File: config.mk
export PLATFORM = sky130hd
export DESIGN_NAME = store_buffer
export DESIGN_NICKNAME = d
export VERILOG_FILES = /design/src/rtl/store_buffer.sv
export SDC_FILE = /design/constraint.sdc
export NUM_CORES = 1
export LEC_CHECK = 0
export BUFFER_PORTS_ARGS = -buffer_cell sky130_fd_sc_hd__buf_2
export CAP_MARGIN = 15
export CORE_UTILIZATION = 40
export CTS_CLUSTER_DIAMETER = 60
export CTS_CLUSTER_SIZE = 40
export DETAILED_ROUTE_END_ITERATION = 10
export SLEW_MARGIN = 0
export SYNTH_ARGS = -nofsm -noshare
export SYNTH_HDL_FRONTEND = slang
export SYNTH_SLANG_ARGS = --single-unit
export TNS_END_PERCENT = 5
File: constraint.sdc
create_clock -name clk -period 3.7 [get_ports clk]
set_clock_uncertainty 0.05 [all_clocks]
set_input_delay 0.37 -clock clk [delete_from_list [all_inputs] [get_ports clk]]
set_output_delay 0.37 -clock clk [all_outputs]
set_load 0.01 [all_outputs]
File: src/rtl/store_buffer.sv
// Posted-write store buffer: aligns sw/sh/sb into word entries
// and drains them FIFO to data memory, stalling on full or load hit.
module store_buffer #(
   parameter int DEPTH = 4
) (
   input  logic                     clk,
   input  logic                     reset,
   input  logic [1:0]               memwrite,
   input  logic                     memread,
   input  logic [31:0]              dataadr,
   input  logic [31:0]              writedata,
   output logic                     stall,
   output logic                     misalign_err,
   output logic                     mem_we,
   output logic [31:0]              mem_adr,
   output logic [31:0]              mem_wd,
   output logic [3:0]               mem_be,
   input  logic                     mem_ready,
   output logic [$clog2(DEPTH):0]   count
);

   localparam int AW = $clog2(DEPTH);
   localparam int CW = AW + 1;

   typedef struct packed {
      logic [29:0] adr;
      logic [3:0]  be;
      logic [31:0] wd;
   } entry_t;

   entry_t        fifo [DEPTH];
   entry_t        new_e;
   entry_t        head_e;
   logic [AW-1:0] head;
   logic [AW-1:0] tail;
   logic [AW-1:0] idx;
   logic          aligned;
   logic          store_req;
   logic          full;
   logic          ld_hit;
   logic          push;
   logic          pop;

   always_comb begin
      new_e     = '0;
      aligned   = 1'b0;
      new_e.adr = dataadr[31:2];
      case (memwrite)
         2'b01: begin
            aligned  = (dataadr[1:0] == 2'b00);
            new_e.be = 4'b1111;
            new_e.wd = writedata;
         end
         2'b10: begin
            aligned  = !dataadr[0];
            new_e.be = dataadr[1] ? 4'b1100 : 4'b0011;
            new_e.wd = {2{writedata[15:0]}};
         end
         2'b11: begin
            aligned  = 1'b1;
            new_e.be = 4'b0001 << dataadr[1:0];
            new_e.wd = {4{writedata[7:0]}};
         end
         default: ;
      endcase
   end

   // only the count entries starting at head are live
   always_comb begin
      ld_hit = 1'b0;
      idx    = '0;
      for (int i = 0; i < DEPTH; i++) begin
         idx = head + AW'(i);
         if (CW'(i) < count && fifo[idx].adr == dataadr[31:2])
            ld_hit = 1'b1;
      end
   end

   assign store_req = (memwrite != 2'b00) && aligned;
   assign full      = (count == CW'(DEPTH));
   assign push      = store_req && !full;
   assign pop       = mem_we && mem_ready;

   assign stall = !reset &&
                  ((store_req && full) ||
                   (memread && memwrite == 2'b00 && ld_hit));

   assign head_e  = fifo[head];
   assign mem_we  = (count != '0);
   assign mem_adr = mem_we ? {head_e.adr, 2'b00} : '0;
   assign mem_wd  = mem_we ? head_e.wd : '0;
   assign mem_be  = mem_we ? head_e.be : '0;

   always_ff @(posedge clk) begin
      if (reset) begin
         count        <= '0;
         head         <= '0;
         tail         <= '0;
         misalign_err <= 1'b0;
      end else begin
         misalign_err <= (memwrite != 2'b00) && !aligned;
         if (push)
            tail <= tail + AW'(1);
         if (pop)
            head <= head + AW'(1);
         count <= count + CW'(push) - CW'(pop);
      end
   end

   // payload storage needs no reset; validity lives in count
   always_ff @(posedge clk) begin
      if (!reset && push)
         fifo[tail] <= new_e;
   end

endmodule
# --- After elaboration in Yosys (flattened, before gate mapping) ---
# Memory sizes are Yosys's and may differ from the RTL's. A register that Yosys moved wholly into a read port is not among the register bits.
# Cells that the tools add are included.
word_totals:
  ramBits: 264
  ff_bits: 8
  output_inout_bits: 74
  memories: 1
classes:
  shift: 1
  muxes: 14
  addsub: 6
  n_lt_le_gt_ge: 4
  eq_ne: 8
  reduce_logical: 22
mem_list:
  columns: ["name", "words", "width", "rd", "rd_clocked_by_memory_dff", "wr", "line_no", "source"]
  rows:
  - ["fifo", 4, 66, 4, 1, 1, "31", "entry_t fifo [DEPTH];"]
ops:
  columns: ["operator", "n"]
  rows:
  - ["$eq A30 B30 Y1", 4]
  - ["$pmux W36 S3", 1]
  - ["$mux W32", 2]
  - ["$logic_and A1 B1 Y1", 13]
  - ["$mux W4", 2]
  - ["$lt A1 B3 Y1 const A", 2]
  - ["$lt A2 B3 Y1 const A", 2]
  - ["$mux W1", 6]
  - ["$add A2 B1 Y2 const B", 2]
  - ["$add A2 B2 Y2 const B", 2]
  - ["$eq A2 B2 Y1 const B", 2]
  - ["$logic_not A1 Y1", 4]
  - ["$logic_not A2 Y1", 2]
  - ["$mux W2", 2]
  - ["$shl A1 B2 Y4 const A", 1]
  - ["$add A3 B1 Y3", 1]
  - ["$eq A3 B3 Y1 const B", 1]
  - ["$pmux W1 S3", 1]
  - ["$reduce_bool A3 Y1", 1]
  - ["$sub A3 B1 Y3", 1]
  - ["$eq A2 B1 Y1 const B", 1]
  - ["$reduce_bool A2 Y1", 1]
  - ["$logic_or A1 B1 Y1", 1]

# --- Depth between registers and ports, before layout ---
# An unclocked memory read counts as a cell.
depth:
  word_depth: 10
  mapped_depth: 11

# --- Worst setup path after synthesis ---
# No wires, ideal clock.
synth_timing:
  path_type: "input to register"
  startpoint: "in memwrite[1]"
  endpoint: "mem fifo[0][0] in the netlist's numbering (enable)"
  required_time_ns: 3.219
  cell_stages: 6
  t_arrival_ns: 2.719
  n_path_buf: 1
  setup_time_ns: 0.431
  setup_slack_ns: 0.500
  cell_sequence: "clkbuf_1 -> a21oi_1 -> a21oi_1 -> inv_1 -> nor2_1 -> and2_1"
synth_between:
  elab_chain_len: 7
  word_cells_on_any_way: 10
synth_rtl:
  columns: ["item", "line_no", "source"]
  rows:
  - ["from (decl)", "8", "input logic [1:0] memwrite,"]
  - ["$eq A2 B2 Y1 / $eq A2 B1 Y1 (equally long branches)", "48", "case (memwrite)"]
  - ["$pmux W1 S3", "48", null]
  - ["$logic_and A1 B1 Y1 (*)", "79", "assign store_req = (memwrite != 2'b00) && aligned;"]
  - ["$logic_and A1 B1 Y1 (*)", "81", "assign push = store_req && !full;"]
  - ["$logic_and A1 B1 Y1 (*)", "112", "if (!reset && push)"]
  - ["$mux W1 (*)", "112", null]
  - ["$mux W1 (implied by the code) (*)", "113", "fifo[tail] <= new_e;"]
  - ["to (decl)", "31", null]
# Mark *: on every way between the ends. The rest lies on a longest branch, timed or not.

# --- Final worst setup path ---
layout_timing:
  startpoint: "reg head[0]"
  endpoint: "out stall"
layout_between:
  elab_chain_len: 10
  word_cells_on_any_way: 16
layout_rtl:
  columns: ["item", "line_no", "source"]
  rows:
  - ["from (decl)", "34", "logic [AW-1:0] head;"]
  - ["from (signal assigned)", "105", "head <= head + AW'(1);"]
  - ["$add A2 B1 Y2", "73", "idx = head + AW'(i);"]
  - ["$mem_v2 Z4 W66 (*)", null, null]
  - ["$eq A30 B30 Y1", "74", "if (CW'(i) < count && fifo[idx].adr == dataadr[31:2])"]
  - ["$logic_and A1 B1 Y1", "74", null]
  - ["$mux W1 (2 in series)", "74", null]
  - ["$mux W1 (*)", "74", null]
  - ["$logic_and A1 B1 Y1 (*)", "86", "(memread && memwrite == 2'b00 && ld_hit));"]
  - ["$logic_or A1 B1 Y1 (*)", "85", "((store_req && full) ||"]
  - ["$logic_and A1 B1 Y1 (*)", "84", "assign stall = !reset &&"]
  - ["to (decl)", "12", "output logic stall,"]
# Marks and branches as above.

==> flow_metrics.py <==
metrics = {
    "detailed_routing": {
        "drt-total-wl_um": 38700,
        "drc": 18,
        "ant_nets": 0,
        "post_drt_wl_per_cell_um": 24.6,
        "initialDrtViolationCount": 713,
        "dr.pass1.iters": 10,
        "routed_via_density": 5.72,
        "vias": 9013,
    },
    "yosys": {
        "avgSynthCellArea_sq_um": 16.2,
        "synth_flop_cell": "edfxtp_1",
        "ys_top_cells_by_area": "edfxtp_1, mux4_2, xnor2_1",
        "yosysWarnings": 0,
        "async_flop_share": 0,
        "synth_edf_count": 264,
        "synth_xor_area_frac": 0.0706,
        "synth_top_family_by_area": "multiplexers",
        "synthTopCellsByCount": "edfxtp_1, mux4_2, and2_1, xnor2_1, nand2_1",
        "synth_seq_area_share": 0.555,
        "synthAdderAreaFrac": 0.00821,
        "synth_top_area_frac": 0.542,
        "synth_compound_area_frac": 0.0204,
        "syn_inst": 901,
        "ys_ff_latch": 274,
        "yosys.area.top_type": "edfxtp_1",
        "synth-simple-area-share": 0.0739,
        "synth.distinct_cells": 40,
        "synthMuxAreaShare": 0.246,
        "syn_area_sq_um": 14600,
        "yosysMostFrequentCell": "edfxtp_1",
    },
    "floorplanning": {
        "floorplan.initialDensity": 0.409,
        "core_sq_um": 35800,
        "die_w_um": 193,
        "fp.dieH_um": 193,
        "die_area_sq_um": 37400,
        "ios": 144,
        "rows": 69,
    },
    "cts": {
        "cts_buffer_depth": 3,
        "cts_tree": "yes",
        "cts_max_level": 1,
        "worstSkewPairLatency_ns": 0.57,
        "cts_root_buf": "clkbuf_16",
        "numCtsBuffers": 25,
        "cts.sink_count": 274,
        "path_clk_slew_ns": 0.08,
    },
    "layout": {
        "fill_cells": 3011,
        "drive_gt1_frac": 0.420,
        "fin_area_sq_um": 17700,
        "nets": 1173,
        "syn_to_final_growth_pct": 21.0,
        "finalNonFillerCells": 1576,
    },
    "power_and_ir_drop": {
        "ir_drop_mv": 0.376,
        "leakage_nw": 5.99,
        "powerDensity_nw_per_um2": 641,
    },
    "placed_design": {
        "place.gp.congestion": 0.863,
        "dpl_cell_area_sq_um": 16100,
        "placedCellCount": 1485,
        "io_buffers": 141,
        "dp_hpwl_um": 26300,
    },
    "run_status": {
        "outcome": "finished with violations",
        "failed_checks": "DRC, setup timing",
    },
    "worst_setup_path": {
        "critPathSlowestCell": "mux4_2",
        "crit_type": "reg2out",
        "crit_fanout": 8,
        "worstSetupStartpointType": "flip-flop",
        "worstPathRequired_ns": 3.28,
        "cp_num_buf_inv": 3,
        "arrival_ns": 3.31,
        "path_delay_family": "compound AO/OA/AOI/OAI gates",
        "endpoint_kind": "output port",
        "worst_path_largest_cell_delay_ns": 0.50,
        "crit_chain": "buf_4 > buf_12 > mux4_2 > xor2_1 > nor2_1 > o2111ai_2 > nor4_4 > a211oi_2 > o31ai_2 > buf_2",
    },
    "sta": {
        "grt_setup_unrepaired": "true",
        "min_period_ns": 3.73,
        "setup-violations-final": 1,
        "fmax_mhz": 268,
        "setup_ws_ns": -0.0301,
        "fin_tns_setup_ns": -0.0301,
        "tightest_slew_ns": 0.920,
        "hold_violations": 0,
        "fin_crit_sh": 1.01,
        "slew_headroom": 0.384,
        "drv_slew": 0,
    },
    "global_route": {
        "grt_usage": 0.205,
        "antenna_found_initial": 2,
        "overflow": 0,
        "grt_pass1_vias": 9045,
        "grt_pass1_wl_um": 57400,
        "grt_max_degree": 68,
    },
    "flow_run": {
        "max-cap-violations": 0,
    },
    "hold_path": {
        "hold_class": "in2reg",
    },
}
placed cells by master (no fill, tap or decap), types with 5 or more instances in the layout:
| cell type | instances |
|---|---|
| xnor2_2 | 5 |
| nor4_4 | 5 |
| inv_12 | 5 |
| clkbuf_16 | 27 |
| clkinvlp_4 | 7 |
| buf_4 | 67 |
| a22o_1 | 11 |
| and2_1 | 68 |
| inv_1 | 11 |
| nand4_1 | 16 |
| buf_12 | 16 |
| o2bb2ai_1 | 5 |
| ha_1 | 8 |
| nor4_1 | 8 |
| mux4_2 | 144 |
| dfxtp_1 | 5 |
| nor2b_1 | 11 |
| buf_6 | 6 |
| xor2_1 | 42 |
| buf_2 | 141 |
| nand2b_1 | 7 |
| nor4_2 | 5 |
| edfxtp_1 | 264 |
| xnor2_1 | 67 |
| mux2_2 | 9 |
| nor2_1 | 16 |
| mux2i_1 | 24 |
| a21oi_1 | 8 |
| nand2_1 | 51 |
logic make-up after synthesis:
family	after synthesis
flip-flops	274
XOR/XNOR	118
multiplexers	179
buffers and inverters	79
AND/OR/NAND/NOR	201
adder cells (fa/ha/maj)	9
other	1
AO/OA/AOI/OAI	40
metal layers:
layer  share of wire  vias to the layer above  wire length [um]  track usage
met4           0.024                        0               920       0.0495
met1            0.42                     4707             16400        0.279
li1                -                     3946                 -            -
met5               0                        -                 0            0
met3           0.066                       52              2570       0.0464
met2            0.49                      308             18900        0.335
where the power goes:
part | leakage [nW] | internal (mW) | switching [mW] | total (mW)
Sequential | 2.49 | 3.63 | 0.130 | 3.76
Clock | 0.409 | 1.41 | 1.36 | 2.78
Combinational | 3.09 | 2.43 | 2.39 | 4.81
Total | 5.99 | 7.47 | 3.88 | 11.4
what timing repair did:
action / in CTS / in global routing
hold buffers: 0 / 0
pin swaps: 7 / 20
setup endpoints to repair: 1 / 1
gates resized for setup: 12 / 36
setup buffers: 20 / 24
endpoints found under the hold margin: 0 / 0
cloned: 0 / 2
final cells by class:
| cell class | instances | area, sq um | share of cell area |
|---|---|---|---|
| clock inverter | 20 | 263 | 0.0148 |
| tap | 461 | 577 | 0.0326 |
| timing repair buffer | 233 | 1660 | 0.0938 |
| clock buffer | 26 | 629 | 0.0355 |
| multi-input combinational | 549 | 6390 | 0.361 |
| antenna | 2 | 5.00 | 0.000283 |
| sequential | 274 | 8140 | 0.460 |
| inverter | 11 | 41.3 | 0.00233 |
sequential cells by signal (all words and copies together), names as in the netlist, named ones only:
register      cells
count             3
fifo            264
head              2
misalign_err      1
tail              2
through the flow:
step / util / worst slack, ns / total power, mW / hold WS (ns)
2_1_floorplan: - / 0.500 / 6.71 / 0.419
3_3_place_gp: 0.451 / 0.120 / 8.16 / 0.438
3_5_place_dp: 0.451 / 0.0637 / 8.17 / 0.448
4_1_cts: 0.482 / -0.161 / 11.2 / 0.0501
5_1_grt: 0.494 / -0.150 / 11.9 / 0.0686
6_report: 0.494 / -0.0301 / 11.4 / 0.0722
final timing paths:
| kind | startpoint | endpoint | slack (ns) | cells after the start |
|---|---|---|---|---|
| min reg2reg | tail[1]$_SDFFE_PP0P_ | tail[1]$_SDFFE_PP0P_ | 0.46 | 2 |
| max | head[0]$_SDFFE_PP0P_ | stall | -0.03 | 10 |
| max reg2reg | count[0]$_SDFF_PP0_ | fifo[2][65]$_DFFE_PP_ | 1.16 | 7 |
| min | dataadr[26] | fifo[2][60]$_DFFE_PP_ | 0.07 | 1 |
worst register-to-register path: stages (launching register included):
cell and delay (ns):
dfxtp_1 0.38, buf_4 0.17, nor2_1 0.09, a21oi_1 0.36, inv_1 0.15, nor2_1 0.23, and2_4 0.48, buf_12 0.31
Power figures use the tool's default switching activity.
